==> src/rtl/maxpool_pkg.sv <==
// Shared types and default geometry for the max-pool scheduler.
// The MAXPOOL_BACKPRESSURE_EN macro is consumed by maxpool_scheduler only.
package maxpool_pkg;

  localparam int unsigned DEF_DATA_W = 4;
  localparam int unsigned DEF_IMG_W  = 7;
  localparam int unsigned DEF_POOL   = 3;

  typedef enum logic [2:0] {
    ST_IDLE,
    ST_READ,
    ST_DRAIN,
    ST_WRITE,
    ST_DONE
  } state_e;

  // Counter/port width that stays at least one bit for degenerate sizes.
  function automatic int unsigned clog2_min1(input int unsigned v);
    return (v > 1) ? $clog2(v) : 1;
  endfunction

endpackage

==> src/rtl/maxpool_acc.sv <==
// Running unsigned-max accumulator for one pooling window.
module maxpool_acc import maxpool_pkg::*; #(
  parameter int unsigned DATA_W = DEF_DATA_W
) (
  input  logic              clk,
  input  logic              rst,
  input  logic              clear_i,
  input  logic              en_i,
  input  logic [DATA_W-1:0] din_i,
  output logic [DATA_W-1:0] max_c
);

  logic [DATA_W-1:0] acc_q, acc_d;

  always_comb begin
    acc_d = acc_q;
    if (clear_i) begin
      acc_d = '0;
    end else if (en_i && (din_i > acc_q)) begin
      acc_d = din_i;
    end
  end

  always_ff @(posedge clk) begin
    if (!rst) acc_q <= '0;
    else      acc_q <= acc_d;
  end

  // Exposes the max including this cycle's sample so the result can be registered on time.
  assign max_c = acc_d;

endmodule

==> src/rtl/maxpool_scheduler.sv <==
// Non-overlapping POOLxPOOL max-pool controller: walks windows, reads taps, emits one max per window.
// Define MAXPOOL_BACKPRESSURE_EN to add out_ready and stall the result until it is accepted.
module maxpool_scheduler import maxpool_pkg::*; #(
  parameter  int unsigned DATA_W = DEF_DATA_W,
  parameter  int unsigned IMG_W  = DEF_IMG_W,
  parameter  int unsigned POOL   = DEF_POOL,
  localparam int unsigned OUT_W  = IMG_W / POOL,
  localparam int unsigned ADDR_W = clog2_min1(IMG_W * IMG_W),
  localparam int unsigned IDX_W  = clog2_min1(OUT_W * OUT_W),
  localparam int unsigned K_W    = clog2_min1(POOL),
  localparam int unsigned W_W    = clog2_min1(OUT_W)
) (
  input  logic              clk,
  input  logic              rst,
  input  logic              start,
  output logic              busy,
  output logic              done,
  output logic              mem_rd_en,
  output logic [ADDR_W-1:0] mem_addr,
  input  logic [DATA_W-1:0] mem_rdata,
`ifdef MAXPOOL_BACKPRESSURE_EN
  input  logic              out_ready,
`endif
  output logic              out_valid,
  output logic [IDX_W-1:0]  out_idx,
  output logic [DATA_W-1:0] out_data
);

  state_e            state_q, state_d;
  logic [K_W-1:0]    kr_q, kr_d, kc_q, kc_d;
  logic [W_W-1:0]    wr_q, wr_d, wc_q, wc_d;
  logic              busy_q, busy_d, done_q, done_d;
  logic              rd_en_q, rd_en_d, rd_dly_q;
  logic [ADDR_W-1:0] addr_q, addr_d;
  logic              valid_q, valid_d;
  logic [IDX_W-1:0]  idx_q, idx_d;
  logic [DATA_W-1:0] data_q, data_d;
  logic              acc_clr_c, out_go_c, last_tap_c, last_win_c;
  logic [DATA_W-1:0] acc_max_c;

`ifdef MAXPOOL_BACKPRESSURE_EN
  assign out_go_c = out_ready;
`else
  assign out_go_c = 1'b1;
`endif

  function automatic logic [ADDR_W-1:0] tap_addr(input logic [W_W-1:0] wr, input logic [W_W-1:0] wc,
                                                 input logic [K_W-1:0] kr, input logic [K_W-1:0] kc);
    return ADDR_W'((32'(wr) * POOL + 32'(kr)) * IMG_W + 32'(wc) * POOL + 32'(kc));
  endfunction

  assign last_tap_c = (kr_q == K_W'(POOL - 1)) && (kc_q == K_W'(POOL - 1));
  assign last_win_c = (wr_q == W_W'(OUT_W - 1)) && (wc_q == W_W'(OUT_W - 1));

  // Next-state logic: registered outputs are computed for the state being entered.
  always_comb begin
    state_d   = state_q;
    kr_d      = kr_q;
    kc_d      = kc_q;
    wr_d      = wr_q;
    wc_d      = wc_q;
    busy_d    = busy_q;
    done_d    = 1'b0;
    rd_en_d   = 1'b0;
    addr_d    = '0;
    valid_d   = 1'b0;
    idx_d     = idx_q;
    data_d    = data_q;
    acc_clr_c = 1'b0;
    case (state_q)
      ST_IDLE: begin
        if (start) begin
          state_d   = ST_READ;
          {kr_d, kc_d, wr_d, wc_d} = '0;
          busy_d    = 1'b1;
          rd_en_d   = 1'b1;
          addr_d    = tap_addr('0, '0, '0, '0);
          acc_clr_c = 1'b1;
        end
      end
      ST_READ: begin
        if (last_tap_c) begin
          state_d = ST_DRAIN;
        end else begin
          if (kc_q == K_W'(POOL - 1)) begin
            kc_d = '0;
            kr_d = kr_q + K_W'(1);
          end else begin
            kc_d = kc_q + K_W'(1);
          end
          rd_en_d = 1'b1;
          addr_d  = tap_addr(wr_q, wc_q, kr_d, kc_d);
        end
      end
      ST_DRAIN: begin
        state_d = ST_WRITE;
        valid_d = 1'b1;
        idx_d   = IDX_W'(32'(wr_q) * OUT_W + 32'(wc_q));
        data_d  = acc_max_c;
      end
      ST_WRITE: begin
        if (!out_go_c) begin
          valid_d = 1'b1;
        end else if (last_win_c) begin
          state_d = ST_DONE;
          done_d  = 1'b1;
          busy_d  = 1'b0;
        end else begin
          if (wc_q == W_W'(OUT_W - 1)) begin
            wc_d = '0;
            wr_d = wr_q + W_W'(1);
          end else begin
            wc_d = wc_q + W_W'(1);
          end
          {kr_d, kc_d} = '0;
          state_d   = ST_READ;
          rd_en_d   = 1'b1;
          addr_d    = tap_addr(wr_d, wc_d, '0, '0);
          acc_clr_c = 1'b1;
        end
      end
      ST_DONE: state_d = ST_IDLE;
      default: state_d = ST_IDLE;
    endcase
  end

  always_ff @(posedge clk) begin
    if (!rst) begin
      state_q  <= ST_IDLE;
      {kr_q, kc_q, wr_q, wc_q} <= '0;
      busy_q   <= 1'b0;
      done_q   <= 1'b0;
      rd_en_q  <= 1'b0;
      rd_dly_q <= 1'b0;
      addr_q   <= '0;
      valid_q  <= 1'b0;
      idx_q    <= '0;
      data_q   <= '0;
    end else begin
      state_q  <= state_d;
      kr_q     <= kr_d;
      kc_q     <= kc_d;
      wr_q     <= wr_d;
      wc_q     <= wc_d;
      busy_q   <= busy_d;
      done_q   <= done_d;
      rd_en_q  <= rd_en_d;
      rd_dly_q <= rd_en_q;
      addr_q   <= addr_d;
      valid_q  <= valid_d;
      idx_q    <= idx_d;
      data_q   <= data_d;
    end
  end

  // rd_dly_q marks the cycle in which read data returns.
  maxpool_acc #(.DATA_W(DATA_W)) u_acc (
    .clk     (clk),
    .rst     (rst),
    .clear_i (acc_clr_c),
    .en_i    (rd_dly_q),
    .din_i   (mem_rdata),
    .max_c   (acc_max_c)
  );

  assign busy      = busy_q;
  assign done      = done_q;
  assign mem_rd_en = rd_en_q;
  assign mem_addr  = addr_q;
  assign out_valid = valid_q;
  assign out_idx   = idx_q;
  assign out_data  = data_q;

endmodule

==> config.mk <==
export PLATFORM = sky130hd
export DESIGN_NAME = maxpool_scheduler
export DESIGN_NICKNAME = d
export VERILOG_FILES = /design/src/rtl/maxpool_pkg.sv /design/src/rtl/maxpool_acc.sv /design/src/rtl/maxpool_scheduler.sv
export SDC_FILE = /design/constraint.sdc
export NUM_CORES = 1
export LEC_CHECK = 0
export BUFFER_PORTS_ARGS = -buffer_cell sky130_fd_sc_hd__buf_2
export CORE_MARGIN = 2
export CORE_UTILIZATION = 29
export CTS_CLUSTER_DIAMETER = 40
export CTS_CLUSTER_SIZE = 10
export DETAILED_ROUTE_END_ITERATION = 7
export PLACE_DENSITY = 0.49
export SETUP_SLACK_MARGIN = 0.3
export SYNTH_ARGS = -nofsm -noshare
export SYNTH_HDL_FRONTEND = slang
export SYNTH_SLANG_ARGS = --single-unit
==> constraint.sdc <==
create_clock -name clk -period 4 [get_ports clk]
set_input_delay 0 -clock clk [delete_from_list [all_inputs] [get_ports clk]]
set_output_delay 0 -clock clk [all_outputs]
set_load 0.03 [all_outputs]
Word-level counts from Yosys, hierarchy flattened
Index checks and enable logic that the tools add are counted.
{ "word_totals": {"ff_bits": 30, "output_inout_bits": 16, "word_cells": 93} }
{ "op_classes": {"muxes": 42, "reduce_logical": 11, "order_cmp": 1, "n_addsub": 9, "eq_ne": 10, "n_mul": 6} }
{ "op_table": {"columns": ["op", "n"], "rows": [
  ["$mux W2", 10],
  ["$mux W1", 16],
  ["$add A6 B3 Y6", 2],
  ["$mul A1 B2 Y3 const B", 4],
  ["$mux W6", 2],
  ["$pmux W2 S3", 2],
  ["$pmux W3 S4", 1],
  ["$pmux W6 S2", 1],
  ["$ne A2 B2 Y1 const B", 5],
  ["$mux W3", 3],
  ["$mux W4", 2],
  ["$pmux W1 S2", 4],
  ["$add A6 B2 Y6", 1],
  ["$eq A3 B2 Y1 const B", 2],
  ["$mul A3 B3 Y6 const B", 1],
  ["$mul A4 B3 Y6 const B", 1],
  ["$reduce_and A3 Y1", 2],
  ["$add A2 B1 Y2 const B", 2],
  ["$add A3 B2 Y4", 1],
  ["$eq A2 B2 Y1 const B", 2],
  ["$gt A4 B4 Y1", 1],
  ["$reduce_and A2 Y1", 2],
  ["$reduce_and A4 Y1", 1],
  ["$eq A3 B1 Y1 const B", 1],
  ["other kinds (7)", 10]
]} }

Logic depth before layout (Yosys ltp)
Gate-level depths: netlist of run 1.
{ "depth": {"word_depth": 10, "mapped_depth": 13} }

Modules after synthesis
From an unflattened synthesis of run 1, not the netlist that was laid out.
{ "hier_totals": {"cells_unflattened": 204, "hier_area_um2": 1874.3} }
{ "modules_own_cells": {"columns": ["module", "n_inst", "cells_each", "area_per_inst_um2"], "rows": [
  ["maxpool_scheduler", 1, 160, 1508.9],
  ["maxpool_acc", 1, 44, 365.4]
]} }

Worst setup path before layout of run 1
Ideal clock, no wire load.
{ "synth_path": {"path_kind": "flip-flop to flip-flop", "from": "register kr_q[0]", "to": "register addr_q[5], in the netlist mem_addr[5]", "path_stages_with_launch": 14, "setup_slack_ns": 0.643, "arrival_ns": 3.284, "period_less_slack_ns": 3.357, "n_path_buf": 0, "path_cell_list": "dfxtp_1 -> inv_1 -> ha_1 -> o21ai_0 -> fa_1 -> ha_1 -> ha_1 -> xor2_1 -> ha_1 -> nor2_1 -> a211oi_2 -> nand3_1 -> and3_1 -> nor3_2"} }
{ "synth_via": {"elab_chain_cells": 10, "elab_cells_between_ends": 12, "classes_between": "add/sub: 4; mul: 1; eq/ne: 1; mux: 5; reduce/logical: 1"} }
{ "synth_lines": {"columns": ["item", "line_no", "rtl"], "rows": [
  ["start: declaration", "maxpool_scheduler.sv:30", "logic [K_W-1:0] kr_q, kr_d, kc_q, kc_d;"],
  ["start signal: assignment", "maxpool_scheduler.sv:141", "kr_q <= kr_d;"],
  ["$add A2 B1 Y2", "maxpool_scheduler.sv:87", "kr_d = kr_q + K_W'(1);"],
  ["$mux W2", "maxpool_scheduler.sv:85", "if (kc_q == K_W'(POOL - 1)) begin"],
  ["$mux W2", "maxpool_scheduler.sv:82", "if (last_tap_c) begin"],
  ["$mux W2", "maxpool_scheduler.sv:70", "case (state_q)"],
  ["$add A3 B2 Y4", "maxpool_scheduler.sv:49", "return ADDR_W'((32'(wr) * POOL + 32'(kr)) * IMG_W + 32'(wc) * POOL + 32'(kc));"],
  ["$mul A4 B3 Y6", "maxpool_scheduler.sv:49", null],
  ["$add A6 B3 Y6", "maxpool_scheduler.sv:49", null],
  ["$add A6 B2 Y6", "maxpool_scheduler.sv:49", null],
  ["$mux W6 (*)", "maxpool_scheduler.sv:82", null],
  ["$pmux W6 S2 (*)", "maxpool_scheduler.sv:70", null],
  ["end signal: assignment", "maxpool_scheduler.sv:149", "addr_q <= addr_d;"],
  ["end: declaration", "maxpool_scheduler.sv:34", "logic [ADDR_W-1:0] addr_q, addr_d;"]
]} }
Mark *: on every way between the ends. The rest lies on a longest branch, timed or not. The select of a mux whose other input is x is not followed.
A chain may end at the register's enable or synchronous reset.

Worst setup path in the final report of run 1
Same ends and word-level chain as after synthesis.

==> out/results.ini, run 1 <==
[setup_path]
crit_path_end=mem_addr[5]
worstPathArrival_ps=3660
r2r-end=mem_addr[5]
crit_type=reg -> reg
critPathLaunchType=register
startpoint=kr_q[0]
r2r_cells=13
cp_max_fo=5
r2r_start=kr_q[0]
worstPathRequired_ps=4220
r2r_slack_ps=560
endpoint_kind=register

[logic_synthesis]
synth_seq_area_share_pct=33.5
ys_ff_latch=30
syn_inst=202
syn_nets=232
synth-edff-count=0
synth_flop_cell=dfxtp_1
syn_avg_cell_area_um2=8.86
yosysUniqueCellTypes=41
yosys_warnings=0
syn-cell-area_mm2=0.00179
async_flop_share_pct=0

[floorplan]
die_area_mm2=0.00682
core_area_mm2=0.00596
die_h_um=82.6
die_w_um=82.6
io_pins=23
rows=28
start_util_pct=30.1

[cts]
clockBufferDepth=2
clockRootBuffer=clkbuf_8
cts_tree=yes
htreeDepth=2
clock-sinks=30
insertion_delay_ps=290
cts-buffers-inserted=5
cts_post_setup_buffers_inserted=0
clk_pin_slew_worst_paths_ps=70

[sta]
rsz0062_at_grt=no
worst-slew-pin-transition_ps=1090
fin_tns_setup_ps=0
whs_ps=9.67
setup_violations=0
slew_headroom_pct=27.5
skew_ps=8.46
fin_crit_sh_pct=86.0
slew_viol_final=0
max_freq_mhz=291
hold_violations=0
finalCriticalPeriod_ps=3440

[routing]
ant_nets=0
drtPass1Iterations=4
drc_errors=0
avgViaCountPerCell=4.65
routedWlPerCell_um=12.4
vias=1394
drtIter0Drc=43
wl_mm=3.72

[cells_and_area]
num_antenna_cells=0
seq_area_um2=601
fin_cells=300
multiInputGateArea_mm2=0.00111
area_growth_pct=14.5
drive_gt1_share_pct=15.1
num-nets-final=255
fillCellCount=646
final_area_mm2=0.00205

[grt]
grt_pass1_wl_mm=5.95
antenna_found_initial=0
grt_max_degree=21
grtUsageTotal_pct=11.7
grt_overflow=0
grt_pass1_vias=1257

[min_path]
hp-class=in -> reg
holdCritStartpoint=mem_rdata[2]

[placed_design]
placed_cells=292
portBuffers=22
placed_cell_area_mm2=0.00196
dp_hpwl_mm=2.79
place.gp.congestion=0.786

[power]
p_leak_nw=0.866
vdd_drop_max_v=0.000179
p_per_area_mw_per_mm2=459

[job]
cap_violations=0

[run_status]
status=complete, no violations

[metal layers]
metal	global-route usage (%)	vias up	wire length (µm)	share of wire, %
met5	0	-	0	0
met4	4.43	0	68	1.8
met3	3.48	6	150	4.0
met2	18.1	25	1560	42
met1	15.3	617	1940	52
li1	-	746	-	-
[power breakdown]
group / total [W] / switching, W / internal [W]
clock: 0.000230 / 0.000114 / 0.000116
combinational: 0.000328 / 0.000211 / 0.000117
sequential: 0.000383 / 0.0000412 / 0.000342
[cell usage in the layout (no fill, tap or decap), types with 5 or more instances in the layout]
cell and n:
a21oi_1 7, buf_2 22, clkbuf_8 5, dfxtp_1 30, ha_1 20, inv_1 13
mux2i_1 8, nand2_1 15, nor2_1 17, nor2b_1 7, nor3_1 7, nor3b_1 5
o21ai_0 16
[area by class of cell]
type / count / area share [%]
clock buffers: 5 / 3.36
flip-flops and latches: 30 / 29.3
clock inverters: 2 / 0.488
repair buffers: 23 / 5.86
inverters: 13 / 2.38
well taps: 75 / 4.58
multi-input cells: 152 / 54.0
[cell usage after synthesis (2+ instances only)]
| master | count | share of area, % |
|---|---|---|
| nor3b_1 | 5 | 2.1 |
| clkbuf_1 | 3 | 0.63 |
| fa_1 | 3 | 3.4 |
| ha_1 | 20 | 14 |
| or3_1 | 2 | 0.70 |
| and3_1 | 2 | 0.70 |
| nor2b_1 | 7 | 2.4 |
| o21ai_0 | 17 | 4.8 |
| inv_1 | 13 | 2.7 |
| nand3b_1 | 2 | 0.84 |
| dfxtp_1 | 30 | 34 |
| mux2i_1 | 8 | 4.5 |
| a21oi_1 | 7 | 2.0 |
| a21boi_0 | 2 | 0.84 |
| a22oi_1 | 2 | 0.84 |
| xnor2_1 | 3 | 1.5 |
| nor3_1 | 7 | 2.0 |
| o21a_1 | 2 | 0.84 |
| nand3_1 | 4 | 1.1 |
| nor2_1 | 17 | 3.6 |
| and2_1 | 4 | 1.4 |
| nand2b_1 | 2 | 0.70 |
| nand2_1 | 15 | 3.1 |
| a31oi_1 | 2 | 0.70 |
| buf_2 | 3 | 0.84 |
| a21o_1 | 2 | 0.84 |
| xor2_1 | 4 | 2.0 |
[worst max-delay path: stages (launching register included)]
cell and delay, ps:
dfxtp_1 350, inv_1 70, ha_1 290, o21ai_1 220, fa_1 540, ha_1 340, ha_1 320, xor2_1 170
ha_1 340, nor2_1 70, a211oi_2 240, nand3_1 120, and3_1 180, nor3_2 130
[flip-flops by register name, summed over array words and instances (netlist names)]
signal	flops
busy	1
done	1
kc_q	2
kr_q	2
mem_addr	6
mem_rd_en	1
out_data	4
out_idx	2
out_valid	1
rd_dly_q	1
state_q	3
u_acc.acc_q	4
wc_q	1
wr_q	1
[kinds of logic after synthesis]
group,count (synthesis),share of synthesized area [%]
simple gates,73,22.2
compound gates,41,14.4
flops,30,33.5
fa+ha+maj,23,17.3
buf+inv,20,4.61
mux,8,4.47
xor+xnor,7,3.42
[stage by stage]
stage | power [W] | setup WS, ps | utilization [%]
5_1_grt | 0.00102 | 344 | 34.4
2_1_floorplan | 0.000645 | 643 | -
6_report | 0.000942 | 561 | 34.4
3_3_place_gp | 0.000719 | 510 | 32.9
3_5_place_dp | 0.000719 | 456 | 32.9
4_1_cts | 0.000960 | 435 | 34.4
[worst min path at each step]
stage	cells after the start	slack, ps	to
floorplan	2	160	u_acc.acc_q[1]
global placement	3	280	u_acc.acc_q[0]
detailed placement	3	280	u_acc.acc_q[0]
CTS	3	5	u_acc.acc_q[3]
global route	3	20	u_acc.acc_q[1]
finish	3	10	u_acc.acc_q[2]
[what timing repair did]
action / CTS / global route
gates resized for setup: 0 / 1
hold buffers: 1 / 0
endpoints found under the setup margin: 0 / 1
endpoints found under the hold margin: 1 / 0
(Power assumes the default switching activity.)
==> inputs of run 2 (changes only) <==
- CORE_UTILIZATION: 29 -> 57
- PLACE_DENSITY: 0.49 -> 0.82
- clock period: 4 -> 3.65 ns (I/O delays scaled with it)
==> run 2 against run 1 <==
Clock power grew 7%. Clock-buffer cell count grew 3. Non-clock buffer count increased by 7. Setup slack worse by 160 ps. Via count is 6.5% higher. Worst hold slack improved by 46 ps. Sequential cell count stayed put. Sequential power is 10% higher. Maximum frequency grew 5.9%. Register-to-register slack got worse by 160 ps. Sequential share of layout area down 0.57 points.
==> out/results.ini, run 2 (synthesized netlist as in run 1, its figures left out) <==
[cells_and_area]
final_common_cell=dfxtp_1
final_cell_mix=27 x dfxtp_1, 22 x buf_2, 19 x ha_1
largest_reg_flops=6
drive_gt1_share_pct=21.0
num-nets-final=262
num_antenna_cells=0
utilization_pct=69.5
area_growth_pct=17.5

[power]
p_total_w=0.00104
intPower_w=0.000649
p_leak_nw=0.913
sw_frac_of_total_pct=37.7
clkPwrFrac_pct=23.6
vdd_drop_max_v=0.000286
power.share.combinational_pct=35.9
p_per_area_mw_per_mm2=495
seqPwrFrac_pct=40.5
p_switching_w=0.000393

[routing]
wl_mm=3.60
drtIter0Drc=60
drtPass1Iterations=4
vias=1485
routedWlPerCell_um=13.0
ant_nets=0
drc_errors=0
avgViaCountPerCell=5.36

[setup_path]
r2r-end=mem_addr[4]
critPathLaunchType=register
cp_cell_sequence=nand2b_4, xnor2_2, ha_2, inv_1, fa_1, or3b_4, nor2b_1, fa_2, inv_1, a21o_1, a21oi_1, or3_1, a31oi_1
cp_max_fo=6
worstPathArrival_ps=3510
r2r_start=kc_q[0]
r2r_slack_ps=400
crit_type=reg -> reg
slowest_stage=fa_1
critPathMaxStageDelay_ps=450
worstPathRequired_ps=3910
r2r_cells=13
endpoint_kind=register
crit_path_frequent_cell=inv_1

[job]
cap_violations=0

[cts]
clockRootBuffer=clkbuf_4
cts-buffers-inserted=5
clk_pin_slew_worst_paths_ps=100
clock-sinks=30
insertion_delay_ps=330
cts_tree=yes
clockBufferDepth=2
htreeDepth=2

[min_path]
hp-class=in -> reg
holdCritStartpoint=rst
min_to=wc_q
holdPathStages=2

[placed_design]
place.gp.congestion=0.895
dp_hpwl_mm=2.54
pre_cts_ws_ps=197
portBuffers=22

[grt]
grt_overflow=0
grt_pass1_vias=1390
grt_pass1_wl_mm=5.81
grtUsageTotal_pct=21.9
antenna_found_initial=0
grt_max_degree=21

[sta]
setup_ws_ps=402
finalCriticalPeriod_ps=3250
worst-slew-pin-transition_ps=1060
hold_violations=0
whs_ps=55.5
fin_crit_sh_pct=89.0
max_freq_mhz=308
slew_viol_final=0
setup_violations=0
skew_ps=16.4
rsz0062_at_grt=yes
fin_tns_setup_ps=0
slew_headroom_pct=28.9

[floorplan]
io_pins=23
start_util_pct=59.1
rows=20
die_area_mm2=0.00361
die_h_um=60.0
core_area_mm2=0.00303
die_w_um=60.0

[run_status]
status=complete, no violations

## run 2: cell count changes in the layout (fill, tap and decap cells not counted), moves of 2 or more
cell and delta:
fa_1 -2, clkbuf_8 -2, clkbuf_4 +5, fa_2 +2, dfxtp_2 +3, buf_4 +4
dlygate4sd3_1 +3, clkinv_2 -2, dfxtp_1 -3
## run 2: final cells by class
type / instances / area (µm²)
repair buffers: 30 / 180
fillers: 246 / 925
flip-flops and latches: 30 / 604
multi-input cells: 152 / 1140
inverters: 13 / 48.8
clock buffers: 8 / 78.8
well taps: 44 / 55.1
## run 2: metal layers
metal / routed length, µm / track usage [%] / up-vias / share of wire (%)
met5: 0 / 0 / - / 0
met4: 40 / 10.5 / 0 / 1.1
met3: 164 / 4.55 / 4 / 4.6
met2: 1710 / 36.2 / 40 / 48
met1: 1680 / 27.2 / 678 / 47
li1: - / - / 763 / -
## run 2: how the worst max path moves through the flow
stage / start / endpoint / slack [ps]
6_report: kc_q[0] / mem_addr[4] / 400
5_1_grt: kc_q[0] / mem_addr[5] / 250
4_1_cts: kr_q[0] / mem_addr[5] / 290
3_5_place_dp: kr_q[0] / mem_addr[5] / 200
3_3_place_gp: kr_q[0] / mem_addr[5] / 290
2_1_floorplan: kr_q[0] / mem_addr[5] / 380
## run 2: power by group through the flow
stage,clock network [W],logic [W],registers (W)
detailed placement,0,0.000350,0.000426
finish,0.000245,0.000374,0.000422
global placement,0,0.000348,0.000424
global route,0.000271,0.000410,0.000428
floorplan,0,0.000252,0.000454
CTS,0.000254,0.000364,0.000420
## run 2: repair_timing
action | CTS | global route
gates cloned | 0 | 0
endpoints found under the hold margin | 4 | 0
endpoints found under the setup margin | 2 | 3
hold buffers | 4 | 0
pin swaps | 1 | 3
resized for setup | 8 | 3
buffers inserted | 1 | 3
## run 2: critical path: cells and delay by family (launching register included)
family,cells,cell delay [ps]
compound gates,3,370
fa+ha+maj,3,1150
simple gates,4,1030
flops,1,350
xor+xnor,1,140
buf+inv,2,130
## run 2: stage by stage
| step | cell area, µm² | std cells |
|---|---|---|
| 2_1_floorplan | 1790 | 202 |
| 3_3_place_gp | 1920 | 261 |
| 3_5_place_dp | 1920 | 261 |
| 4_1_cts | 2080 | 274 |
| 5_1_grt | 2100 | 277 |
| 6_report | 2100 | 277 |
